File: src/rtl/mem_port_arbiter.sv
// Arbitrates the unified single-ported memory between instruction fetch and the data stage.
// Optional fetch starvation guard: define ARB_STARVE_GUARD_EN.
module mem_port_arbiter #(
  parameter int MEM_LATENCY = 1,
  parameter int STARVE_MAX  = 3
) (
  input  logic        clk,
  input  logic        rst,
  input  logic        if_req,
  input  logic [15:0] if_addr,
  output logic        if_grant,
  output logic        if_valid,
  output logic [15:0] if_rdata,
  input  logic        dm_req,
  input  logic        dm_we,
  input  logic [15:0] dm_addr,
  input  logic [15:0] dm_wdata,
  output logic        dm_grant,
  output logic        dm_valid,
  output logic [15:0] dm_rdata,
  output logic        mem_en,
  output logic        mem_we,
  output logic [15:0] mem_addr,
  output logic [15:0] mem_wdata,
  input  logic [15:0] mem_rdata,
  output logic        busy
);

  localparam int CW = (MEM_LATENCY > 1) ? $clog2(MEM_LATENCY) : 1;

  typedef enum logic [1:0] {ST_IDLE, ST_ISSUE, ST_WAIT} state_t;

  state_t        state, state_nxt;
  logic [CW-1:0] cnt;
  logic          owner_dm;
  logic          accept;
  logic          done;
  logic          fetch_forced;

`ifdef ARB_STARVE_GUARD_EN
  localparam int SW = ($clog2(STARVE_MAX + 1) < 2) ? 2 : $clog2(STARVE_MAX + 1);
  logic [SW-1:0] streak;

  assign fetch_forced = (streak == SW'(STARVE_MAX));

  // Counts data wins that kept a waiting fetch out; a fetch win resets it.
  always_ff @(posedge clk) begin
    if (rst)
      streak <= '0;
    else if (if_grant)
      streak <= '0;
    else if (dm_grant && if_req)
      streak <= streak + SW'(1);
  end
`else
  assign fetch_forced = 1'b0;
`endif

  // NOTE: every output of an always_comb gets a default first, otherwise an
  // unassigned path infers a latch.
  always_comb begin
    if_grant = 1'b0;
    dm_grant = 1'b0;
    // Reset suppresses grants so nothing looks accepted in the reset cycle.
    if (state == ST_IDLE && !rst) begin
      if (if_req && (!dm_req || fetch_forced))
        if_grant = 1'b1;
      else if (dm_req)
        dm_grant = 1'b1;
    end
  end

  assign accept = if_grant | dm_grant;

  always_comb begin
    state_nxt = state;
    case (state)
      ST_IDLE:  if (accept) state_nxt = ST_ISSUE;
      ST_ISSUE: state_nxt = ST_WAIT;
      ST_WAIT:  if (cnt == '0) state_nxt = ST_IDLE;
      default:  state_nxt = ST_IDLE;
    endcase
  end

  // NOTE: sequential state uses non-blocking assignments so every register
  // samples pre-edge values regardless of statement order.
  always_ff @(posedge clk) begin
    if (rst) begin
      state     <= ST_IDLE;
      cnt       <= '0;
      owner_dm  <= 1'b0;
      mem_en    <= 1'b0;
      mem_we    <= 1'b0;
      mem_addr  <= '0;
      mem_wdata <= '0;
    end else begin
      state <= state_nxt;
      if (state == ST_ISSUE)
        cnt <= CW'(MEM_LATENCY - 1);
      else if (state == ST_WAIT && cnt != '0)
        cnt <= cnt - CW'(1);
      if (accept)
        owner_dm <= dm_grant;
      // The command registers hold the accepted request for exactly the ISSUE cycle.
      mem_en    <= accept;
      mem_we    <= dm_grant & dm_we;
      mem_addr  <= if_grant ? if_addr : (dm_grant ? dm_addr : '0);
      mem_wdata <= dm_grant ? dm_wdata : '0;
    end
  end

  assign done     = (state == ST_WAIT) && (cnt == '0);
  assign if_valid = done & ~owner_dm;
  assign dm_valid = done & owner_dm;
  assign if_rdata = mem_rdata;
  assign dm_rdata = mem_rdata;
  assign busy     = (state != ST_IDLE);

endmodule

File: config.mk
export PLATFORM = sky130hd
export DESIGN_NAME = mem_port_arbiter
export DESIGN_NICKNAME = d
export VERILOG_FILES = /design/src/rtl/mem_port_arbiter.sv
export SDC_FILE = /design/constraint.sdc
export NUM_CORES = 1
export LEC_CHECK = 0
export CORE_UTILIZATION = 35
export CTS_BUF_LIST = sky130_fd_sc_hd__clkbuf_4
export DETAILED_ROUTE_END_ITERATION = 8
export PLACE_DENSITY = 0.88
export SLEW_MARGIN = 20
export SYNTH_ARGS = -nofsm -noshare
export SYNTH_HDL_FRONTEND = slang
export SYNTH_SLANG_ARGS = --single-unit
File: constraint.sdc
create_clock -name clk -period 3.7 [get_ports clk]
set_input_delay 0.555 -clock clk [delete_from_list [all_inputs] [get_ports clk]]
set_output_delay 0.555 -clock clk [all_outputs]
set_load 0.01 [all_outputs]
==> impl_metrics.csv, run 1 <==
group,metric,value,unit
placed_design,portBuffers,91,
placed_design,numPlacedInstances,270,
synth,number_of_flops_mapped_to_enable_cells_by_yosys,0,
sta,worstMarginPinSlew,0.288,ns
global_routing,first_pass_grt_wire_length,5680,microns
critical_path,critical_path.top_delay_family,"buffers and inverters",
clock_tree,total_clock_buffers_created_by_cts,5,
layout,share_of_cells_above_drive_strength_1,11.1,%
global_routing,antenna_found_initial,0,
sta,period_needed,2.76,ns
clock_tree,clock_insertion_delay_worst_skew,0.32,ns
clock_tree,ctsRootBufferMaster,"clkbuf_4",
clock_tree,cts.hold.buffers_added,0,
floorplanning,pin_count,140,
layout,post-route-cell-area,2390,sq um
synth,avgSynthCellArea,9.66,sq um
synth,yosys_register_bits,38,
clock_tree,tritoncts,"done",
synth,synth-seq-area-share,47.7,%
floorplanning,std_cell_rows,24,
detailed_routing,drt_first_iter_violations,78,
sta,setup-tns-final,0,ns
placed_design,gpl.final_weighted_congestion,0.708,
pwr,power.density_cell_area,373,nW/um^2
detailed_routing,wire_per_inst,13.0,microns
critical_path,worst-endpoint-required,3.14,ns
placed_design,detailed_place.area,2300,sq um
global_routing,via_count_of_the_first_global_routing_pass,1225,
sta,timing.slew.headroom,80.8,%
status,run_status,"completed",
critical_path,worst_path_largest_cell_delay,0.58,ns
synth,synthesis.yosys.warnings,0,
sta,timing_hold_violations_final,0,
sta,max_clock_freq,0.362,GHz
critical_path,worstSetupStartpointType,"input port",
synth,synthArstFlopShare,0,%
clock_tree,worst_setup_hold_path_clk_slew,0.10,ns
layout,layout.nets,294,
synth,synthFlopType,"dfxtp_1",
synth,synthCells,165,
layout,final_cell_mix,"91 x clkdlybuf4s50_1, 38 x dfxtp_1, 17 x nand2_1, 17 x nand3b_1, 17 x and3_1",
clock_tree,clock_sinks,38,
synth,count_of_unique_library_cells_instantiated_by_yosys,23,
floorplanning,die_w,69.5,microns
clock_tree,post-cts-setup-buffers,0,
critical_path,critical_path_type,"input port to primary output",
clock_tree,post_cts.resized_instances,0,
critical_path,setup.worst_path.start,"rst",
clock_tree,cts.path.max_buffers,2,
sta,finalSetupViolations,0,
critical_path,path_cells,"clkdlybuf4s50_1, or3_1, nor3b_1, clkdlybuf4s50_1",
critical_path,cp_common_cell,"clkdlybuf4s50_1",
layout,area_growth_syn_to_layout,49.7,%
floorplanning,starting_density_of_the_core,36.6,%
layout,finalNonFillerCells,278,
global_routing,globalRoute.totalOverflow,0,
placed_design,hpwlAfterDp,2750,microns
sta,period_share,74.6,%
pwr,power.static_leakage,0.943,nW
critical_path,crit_buf_inv,2,
sta,setup_repair_after_global_routing_missed_its_margin,"no",
pwr,worst_ir_drop_vdd,0.000153,V
synth,syn-num-nets,234,
critical_path,critPathArrivalTime,2.20,ns
critical_path,worstSetupEndpointType,"primary output",
global_routing,grt_start_max_net_pins,33,
sta,maxSlewViolCount,0,
critical_path,timing.critical_path.slowest_stage_cell,"clkdlybuf4s50_1",
floorplanning,core_area,4350,sq um
critical_path,crit-reg2reg-launch,"state[0]",
floorplanning,dieHeight,69.5,microns
run,drv_cap,0,
floorplanning,die-area,4830,sq um
detailed_routing,residual_drc_count,0,
min_path,hold_class,"register to register",
clock_tree,ctsHtreeMaxLevel,2,
layout,antenna_cells,0,
synth,mappedNetlistArea,1590,sq um
detailed_routing,post_drt_via_cell_ratio,4.69,
detailed_routing,first_pass_iters,4,
global_routing,groute.usage.overall,15.1,%
detailed_routing,final_antenna_net_count,0,
detailed_routing,routed_wirelength,3620,microns
layout,layout_commonest_cell,"clkdlybuf4s50_1",
min_path,hold_path.startpoint,"cnt",
detailed_routing,via_count,1303,
critical_path,worstPathMaxFanout,5,
sta,clock-skew-final,0.00303,ns
tightest hold or removal path: stages (launching register included):
cell and delay (ns):
dfxtp_1 0.35, nand2b_1 0.07, a21oi_1 0.04
per-stage QoR:
stage / util (%) / power (mW) / hold slack, ns / setup slack [ns]
finish: 54.8 / 0.890 / 0.491 / 0.940
global route: 54.8 / 0.944 / 0.520 / 0.827
CTS: 54.8 / 0.906 / 0.499 / 0.923
detailed placement: 52.9 / 0.619 / 0.475 / 0.923
global placement: 52.9 / 0.617 / 0.469 / 0.929
floorplan: - / 0.549 / 0.447 / 1.80
worst paths after layout:
path | endpoint | slack, ns | cells after the start
hold reg to reg | cnt | 0.49 | 2
hold / removal | cnt | 0.49 | 2
setup / recovery | if_grant | 0.94 | 4
setup reg to reg | mem_addr[9] | 2.42 | 3
metal layers:
layer / global-route usage (%) / part of all wire (%) / up-vias
met2: 26.4 / 52 / 78
met5: 0 / 0 / -
met1: 15.7 / 37 / 575
li1: - / - / 638
met4: 8.62 / 2.3 / 0
met3: 4.94 / 8.6 / 12
synthesized netlist by cell type, types with 3 or more instances:
cell type | n | area share [%]
dfxtp_1 | 38 | 48
buf_4 | 33 | 16
and3_1 | 17 | 6.7
nand2_1 | 17 | 4.0
nand3b_1 | 17 | 8.0
a21oi_1 | 10 | 3.1
a21oi_2 | 8 | 4.4
clkbuf_1 | 8 | 1.9
nor2_1 | 3 | 0.71
cells by family (layout without fill, tap and decap cells):
| logic type | after synthesis | after routing | share of synthesized area [%] |
|---|---|---|---|
| DFF | 38 | 38 | 47.7 |
| buffers and inverters | 44 | 105 | 19.3 |
| AOI/OAI and AO/OA | 19 | 19 | 8.16 |
| and+or+nand+nor | 64 | 64 | 24.8 |
state kept, by name (all words and copies together) (netlist names):
| name | count |
|---|---|
| mem_addr | 16 |
| mem_wdata | 16 |
| state | 2 |
| cnt | 1 |
| mem_en | 1 |
| mem_we | 1 |
| owner_dm | 1 |
report_power, final:
group	internal, mW	total, mW	switching [mW]
Combinational	0.109	0.169	0.0604
Sequential	0.430	0.439	0.00885
Clock	0.158	0.282	0.124
Total	0.697	0.890	0.193
layout make-up:
cell class              instances  area, sq um
flip-flops and latches         38          761
repair buffers                 96          948
clock buffers                   7         52.6
multi-input cells              83          526
fillers                       390         1970
clock inverters                 1         30.0
inverters                       1         3.75
well taps                      52         65.1
No activity file was read; power rests on OpenSTA's default activity.
==> inputs of run 2 (changes only) <==
- CORE_UTILIZATION: 35 -> 32
- PLACE_DENSITY: 0.88 -> 0.82
- clock period: 3.7 -> 2.76 ns (I/O delays scaled with it)
==> impl_metrics.csv, run 2 (same netlist as run 1, synthesis figures left out) <==
group,metric,value,unit
critical_path,crit_buf_inv,2,
clock_tree,cts.hold.buffers_added,0,
critical_path,worstPathMaxFanout,2,
pwr,power.static_leakage,0.926,nW
clock_tree,post_cts.resized_instances,0,
placed_design,gpl.final_weighted_congestion,0.706,
detailed_routing,routed_wirelength,3880,microns
layout,fin_util,50.0,%
min_path,whs_path_depth,2,
pwr,power.density_cell_area,462,nW/um^2
global_routing,groute.usage.overall,15.1,%
clock_tree,total_clock_buffers_created_by_cts,5,
floorplanning,pin_count,140,
clock_tree,ctsHtreeMaxLevel,2,
critical_path,worst-endpoint-required,2.35,ns
sta,timing.slew.headroom,73.3,%
min_path,hold_path.startpoint,"cnt",
pwr,report.power.total,1.10,mW
floorplanning,starting_density_of_the_core,33.5,%
detailed_routing,final_antenna_net_count,0,
clock_tree,cts.path.max_buffers,2,
global_routing,grt_start_max_net_pins,52,
critical_path,critical_path.top_delay_family,"buffers and inverters",
floorplanning,std_cell_rows,25,
layout,reg_top3,"mem_addr: 16 flops, mem_wdata: 16 flops, state: 2 flops",
placed_design,detailed_place.area,2320,sq um
floorplanning,die-area,5270,sq um
sta,period_needed,2.49,ns
layout,final_cell_mix,"91 x clkdlybuf4s50_1, 38 x dfxtp_1, 17 x nand2_1, 17 x nand3b_1, 17 x and3_1",
layout,antenna_cells,0,
critical_path,critical_path_type,"input port to primary output",
layout,post-route-cell-area,2380,sq um
layout,area_growth_syn_to_layout,49.1,%
detailed_routing,post_drt_via_cell_ratio,4.45,
placed_design,place_worst_setup_slack,0.261,ns
run,drv_cap,0,
detailed_routing,residual_drc_count,0,
pwr,worst_ir_drop_vdd,0.000154,V
clock_tree,clock_sinks,38,
sta,setup_repair_after_global_routing_missed_its_margin,"no",
clock_tree,clock_insertion_delay_worst_skew,0.34,ns
global_routing,first_pass_grt_wire_length,5980,microns
layout,layout.filler_cells,470,
critical_path,critPathArrivalTime,2.08,ns
critical_path,reg2regPathDepth,3,
clock_tree,ctsRootBufferMaster,"clkbuf_4",
detailed_routing,drt_first_iter_violations,63,
critical_path,path_cells,"clkdlybuf4s50_1, or3_1, nor3b_1, clkdlybuf4s50_1",
critical_path,worstSetupStartpointType,"input port",
sta,max_clock_freq,0.401,GHz
critical_path,cp_common_cell,"clkdlybuf4s50_1",
clock_tree,tritoncts,"done",
min_path,hold_class,"register to register",
critical_path,worstSetupEndpointType,"primary output",
clock_tree,post-cts-setup-buffers,0,
placed_design,portBuffers,91,
status,run_status,"completed",
floorplanning,dieHeight,72.6,microns
min_path,min_delay_worst_endpoint,"cnt",
floorplanning,die_w,72.6,microns
sta,maxSlewViolCount,0,
sta,timing_hold_violations_final,0,
detailed_routing,first_pass_iters,4,
sta,finalSetupViolations,0,
sta,clock-skew-final,0.00455,ns
global_routing,globalRoute.totalOverflow,0,
placed_design,hpwlAfterDp,2820,microns
clock_tree,worst_setup_hold_path_clk_slew,0.11,ns
sta,worstMarginPinSlew,0.401,ns
critical_path,worst-r2r-setup-slack,1.48,ns
detailed_routing,wire_per_inst,13.2,microns
floorplanning,core_area,4750,sq um
global_routing,via_count_of_the_first_global_routing_pass,1271,
critical_path,crit-reg2reg-capture,"mem_addr[7]",
detailed_routing,via_count,1303,
sta,period_share,90.3,%
layout,layout_commonest_cell,"clkdlybuf4s50_1",
critical_path,timing.critical_path.slowest_stage_cell,"clkdlybuf4s50_1",
sta,setup-tns-final,0,ns
critical_path,crit-reg2reg-launch,"state[0]",
sta,setup_slack,0.268,ns
layout,layout.nets,294,
global_routing,antenna_found_initial,0,
critical_path,worst_path_largest_cell_delay,0.60,ns
layout,share_of_cells_above_drive_strength_1,10.6,%
## run 2: cell count changes in the layout (fill, tap and decap cells not counted)
cell	previous run	this run
bufinv_16	1	0
clkbuf_4	7	5
clkinvlp_4	0	1
clkinv_2	0	1
clkinv_1	0	1
## run 2: area by class of cell
class	instances	area (sq um)	area share (%)
clock buffers	5	37.5	1.58
clock inverters	3	16.3	0.685
inverters	1	3.75	0.158
multi-input cells	83	526	22.1
flip-flops and latches	38	761	32.0
well taps	67	83.8	3.53
repair buffers	96	948	39.9
## run 2: routing by layer
metal  part of all wire (%)  vias to the layer above  GRT usage, %
li1                       -                      635             -
met1                     38                      569          15.7
met2                     48                       84          26.5
met3                     11                       15          6.08
met4                    2.6                        0          6.97
met5                      0                        -             0
## run 2: where the power goes
group	switching, mW	total, mW	internal, mW
Clock	0.185	0.280	0.0948
Sequential	0.0129	0.590	0.577
Combinational	0.0822	0.228	0.146
Total	0.280	1.10	0.818
## run 2: through the flow
stage	hold slack (ns)	cells
6_report	0.495	293
5_1_grt	0.530	293
4_1_cts	0.493	293
3_5_place_dp	0.473	285
3_3_place_gp	0.469	285
2_1_floorplan	0.447	165
## run 2: worst max path at each step
stage / from / to / depth (start not counted)
final: rst / if_grant / 4
after global routing: state[0] / if_grant / 3
after CTS: state[0] / if_grant / 3
after detailed placement: rst / if_grant / 4
after global placement: rst / if_grant / 4
after floorplan: state[0] / if_grant / 3
## run 2: worst min-delay path, delay by kind of cell, from the launching register on
kind	cells	cell delay, ns
flip-flops	1	0.36
AND/OR/NAND/NOR	1	0.07
AO/OA/AOI/OAI	1	0.03
==> inputs of run 3 (changes only) <==
- RECOVER_POWER: not set -> 50
- TNS_END_PERCENT: not set -> 30
==> impl_metrics.csv, run 3 (same netlist as run 1, synthesis figures left out) <==
group,metric,value,unit
status,run_status,"completed",
clock_tree,clock_sinks,38,
critical_path,critical_path_type,"input port to primary output",
pwr,power.density_cell_area,463,nW/um^2
floorplanning,std_cell_rows,25,
layout,post-route-cell-area,2350,sq um
detailed_routing,residual_drc_count,0,
global_routing,groute.usage.overall,15.1,%
sta,finalSetupViolations,0,
layout,fin_util,49.5,%
critical_path,worst-endpoint-required,2.35,ns
sta,max_clock_freq,0.401,GHz
global_routing,grt_start_max_net_pins,52,
sta,clock-skew-final,0.00519,ns
sta,hold_ws,0.496,ns
clock_tree,total_clock_buffers_created_by_cts,5,
floorplanning,starting_density_of_the_core,33.5,%
critical_path,worstPathMaxFanout,2,
placed_design,detailed_place.area,2320,sq um
detailed_routing,post_drt_via_cell_ratio,4.46,
run,drv_cap,0,
floorplanning,dieHeight,72.6,microns
global_routing,first_pass_grt_wire_length,5980,microns
placed_design,hpwlAfterDp,2820,microns
critical_path,critical_path.top_delay_family,"buffers and inverters",
pwr,power.static_leakage,0.916,nW
critical_path,cp_common_cell,"clkdlybuf4s50_1",
floorplanning,die-area,5270,sq um
clock_tree,clock_insertion_delay_worst_skew,0.33,ns
layout,layout.nets,294,
critical_path,worstSetupEndpointType,"primary output",
critical_path,crit-reg2reg-launch,"state[0]",
layout,final_cell_mix,"90 x clkdlybuf4s50_1, 38 x dfxtp_1, 17 x nand2_1, 17 x nand3b_1, 17 x and3_1",
clock_tree,post-cts-setup-buffers,0,
min_path,hold_class,"register to register",
sta,period_share,90.3,%
layout,reg_top3,"mem_addr: 16 flops, mem_wdata: 16 flops, state: 2 flops",
global_routing,globalRoute.totalOverflow,0,
critical_path,setup.worst_path.start,"rst",
sta,period_needed,2.49,ns
clock_tree,tritoncts,"done",
layout,area_growth_syn_to_layout,47.7,%
floorplanning,pin_count,140,
sta,setup_repair_after_global_routing_missed_its_margin,"no",
sta,setup-tns-final,0,ns
detailed_routing,wire_per_inst,13.2,microns
clock_tree,worst_setup_hold_path_clk_slew,0.11,ns
detailed_routing,first_pass_iters,4,
sta,timing_hold_violations_final,0,
sta,worstMarginPinSlew,0.775,ns
clock_tree,cts.path.max_buffers,2,
layout,antenna_cells,0,
critical_path,worstSetupStartpointType,"input port",
clock_tree,cts.hold.buffers_added,0,
layout,multi_input_area,514,sq um
floorplanning,die_w,72.6,microns
layout,regArea,761,sq um
critical_path,critPathArrivalTime,2.08,ns
sta,timing.slew.headroom,48.3,%
detailed_routing,final_antenna_net_count,0,
layout,layout_commonest_cell,"clkdlybuf4s50_1",
placed_design,gpl.final_weighted_congestion,0.706,
min_path,hold_path.startpoint,"cnt",
clock_tree,ctsHtreeMaxLevel,2,
layout,share_of_cells_above_drive_strength_1,9.29,%
pwr,worst_ir_drop_vdd,0.000153,V
clock_tree,ctsRootBufferMaster,"clkbuf_4",
layout,layout.filler_cells,475,
placed_design,portBuffers,91,
sta,maxSlewViolCount,0,
critical_path,timing.critical_path.slowest_stage_cell,"clkdlybuf4s50_1",
critical_path,crit_buf_inv,2,
pwr,report.power.total,1.09,mW
floorplanning,core_area,4750,sq um
detailed_routing,via_count,1306,
global_routing,antenna_found_initial,0,
critical_path,path_cells,"clkdlybuf4s50_1, or3_1, nor3b_1, clkdlybuf4s50_1",
detailed_routing,drt_first_iter_violations,55,
clock_tree,post_cts.resized_instances,0,
global_routing,via_count_of_the_first_global_routing_pass,1271,
detailed_routing,routed_wirelength,3860,microns
critical_path,worst_path_largest_cell_delay,0.60,ns
## run 3: cell types whose count changed in the layout (fill, tap and decap cells not counted), sizes merged
cell	change
buf	-3
clkbuf	+3
clkdlybuf4s50	-1
dlygate4sd3	+1
## run 3: through the flow
| step | instances | setup WS, ns |
|---|---|---|
| 6_report | 293 | 0.267 |
| 5_1_grt | 293 | 0.188 |
| 4_1_cts | 293 | 0.224 |
| 3_5_place_dp | 285 | 0.261 |
| 3_3_place_gp | 285 | 0.196 |
| 2_1_floorplan | 165 | 1.13 |
## run 3: final timing paths
path	cells after the start	slack (ns)	to
max	4	0.27	if_grant
min	2	0.50	cnt
max reg2reg	3	1.32	mem_wdata[7]
min reg2reg	2	0.50	cnt
## run 3: layout make-up
type	instances	area share [%]
Sequential cell	38	32.3
Multi-Input combinational cell	83	21.8
Clock inverter	3	0.691
Tap cell	67	3.56
Inverter	1	0.159
Timing Repair Buffer	96	39.9
Clock buffer	5	1.59
## run 3: per-layer routing
metal  part of all wire, %  routed length (microns)  up-vias  global-route usage, %
li1                      -                        -      636                      -
met1                    38                     1480      574                   15.7
met2                    49                     1890       82                   26.5
met3                    10                      390       14                   6.08
met4                   2.6                      102        0                   6.97
met5                     0                        0        -                      0
## run 3: where the power goes
part | switching (mW) | total [mW] | internal, mW
clock network | 0.183 | 0.278 | 0.0948
registers | 0.0114 | 0.589 | 0.577
logic | 0.0821 | 0.224 | 0.142
total | 0.276 | 1.09 | 0.814
## run 3: worst min-delay path, stage by stage, from the launching register on
cell and delay, ns:
dfxtp_1 0.36, nand2b_1 0.07, a21oi_1 0.03
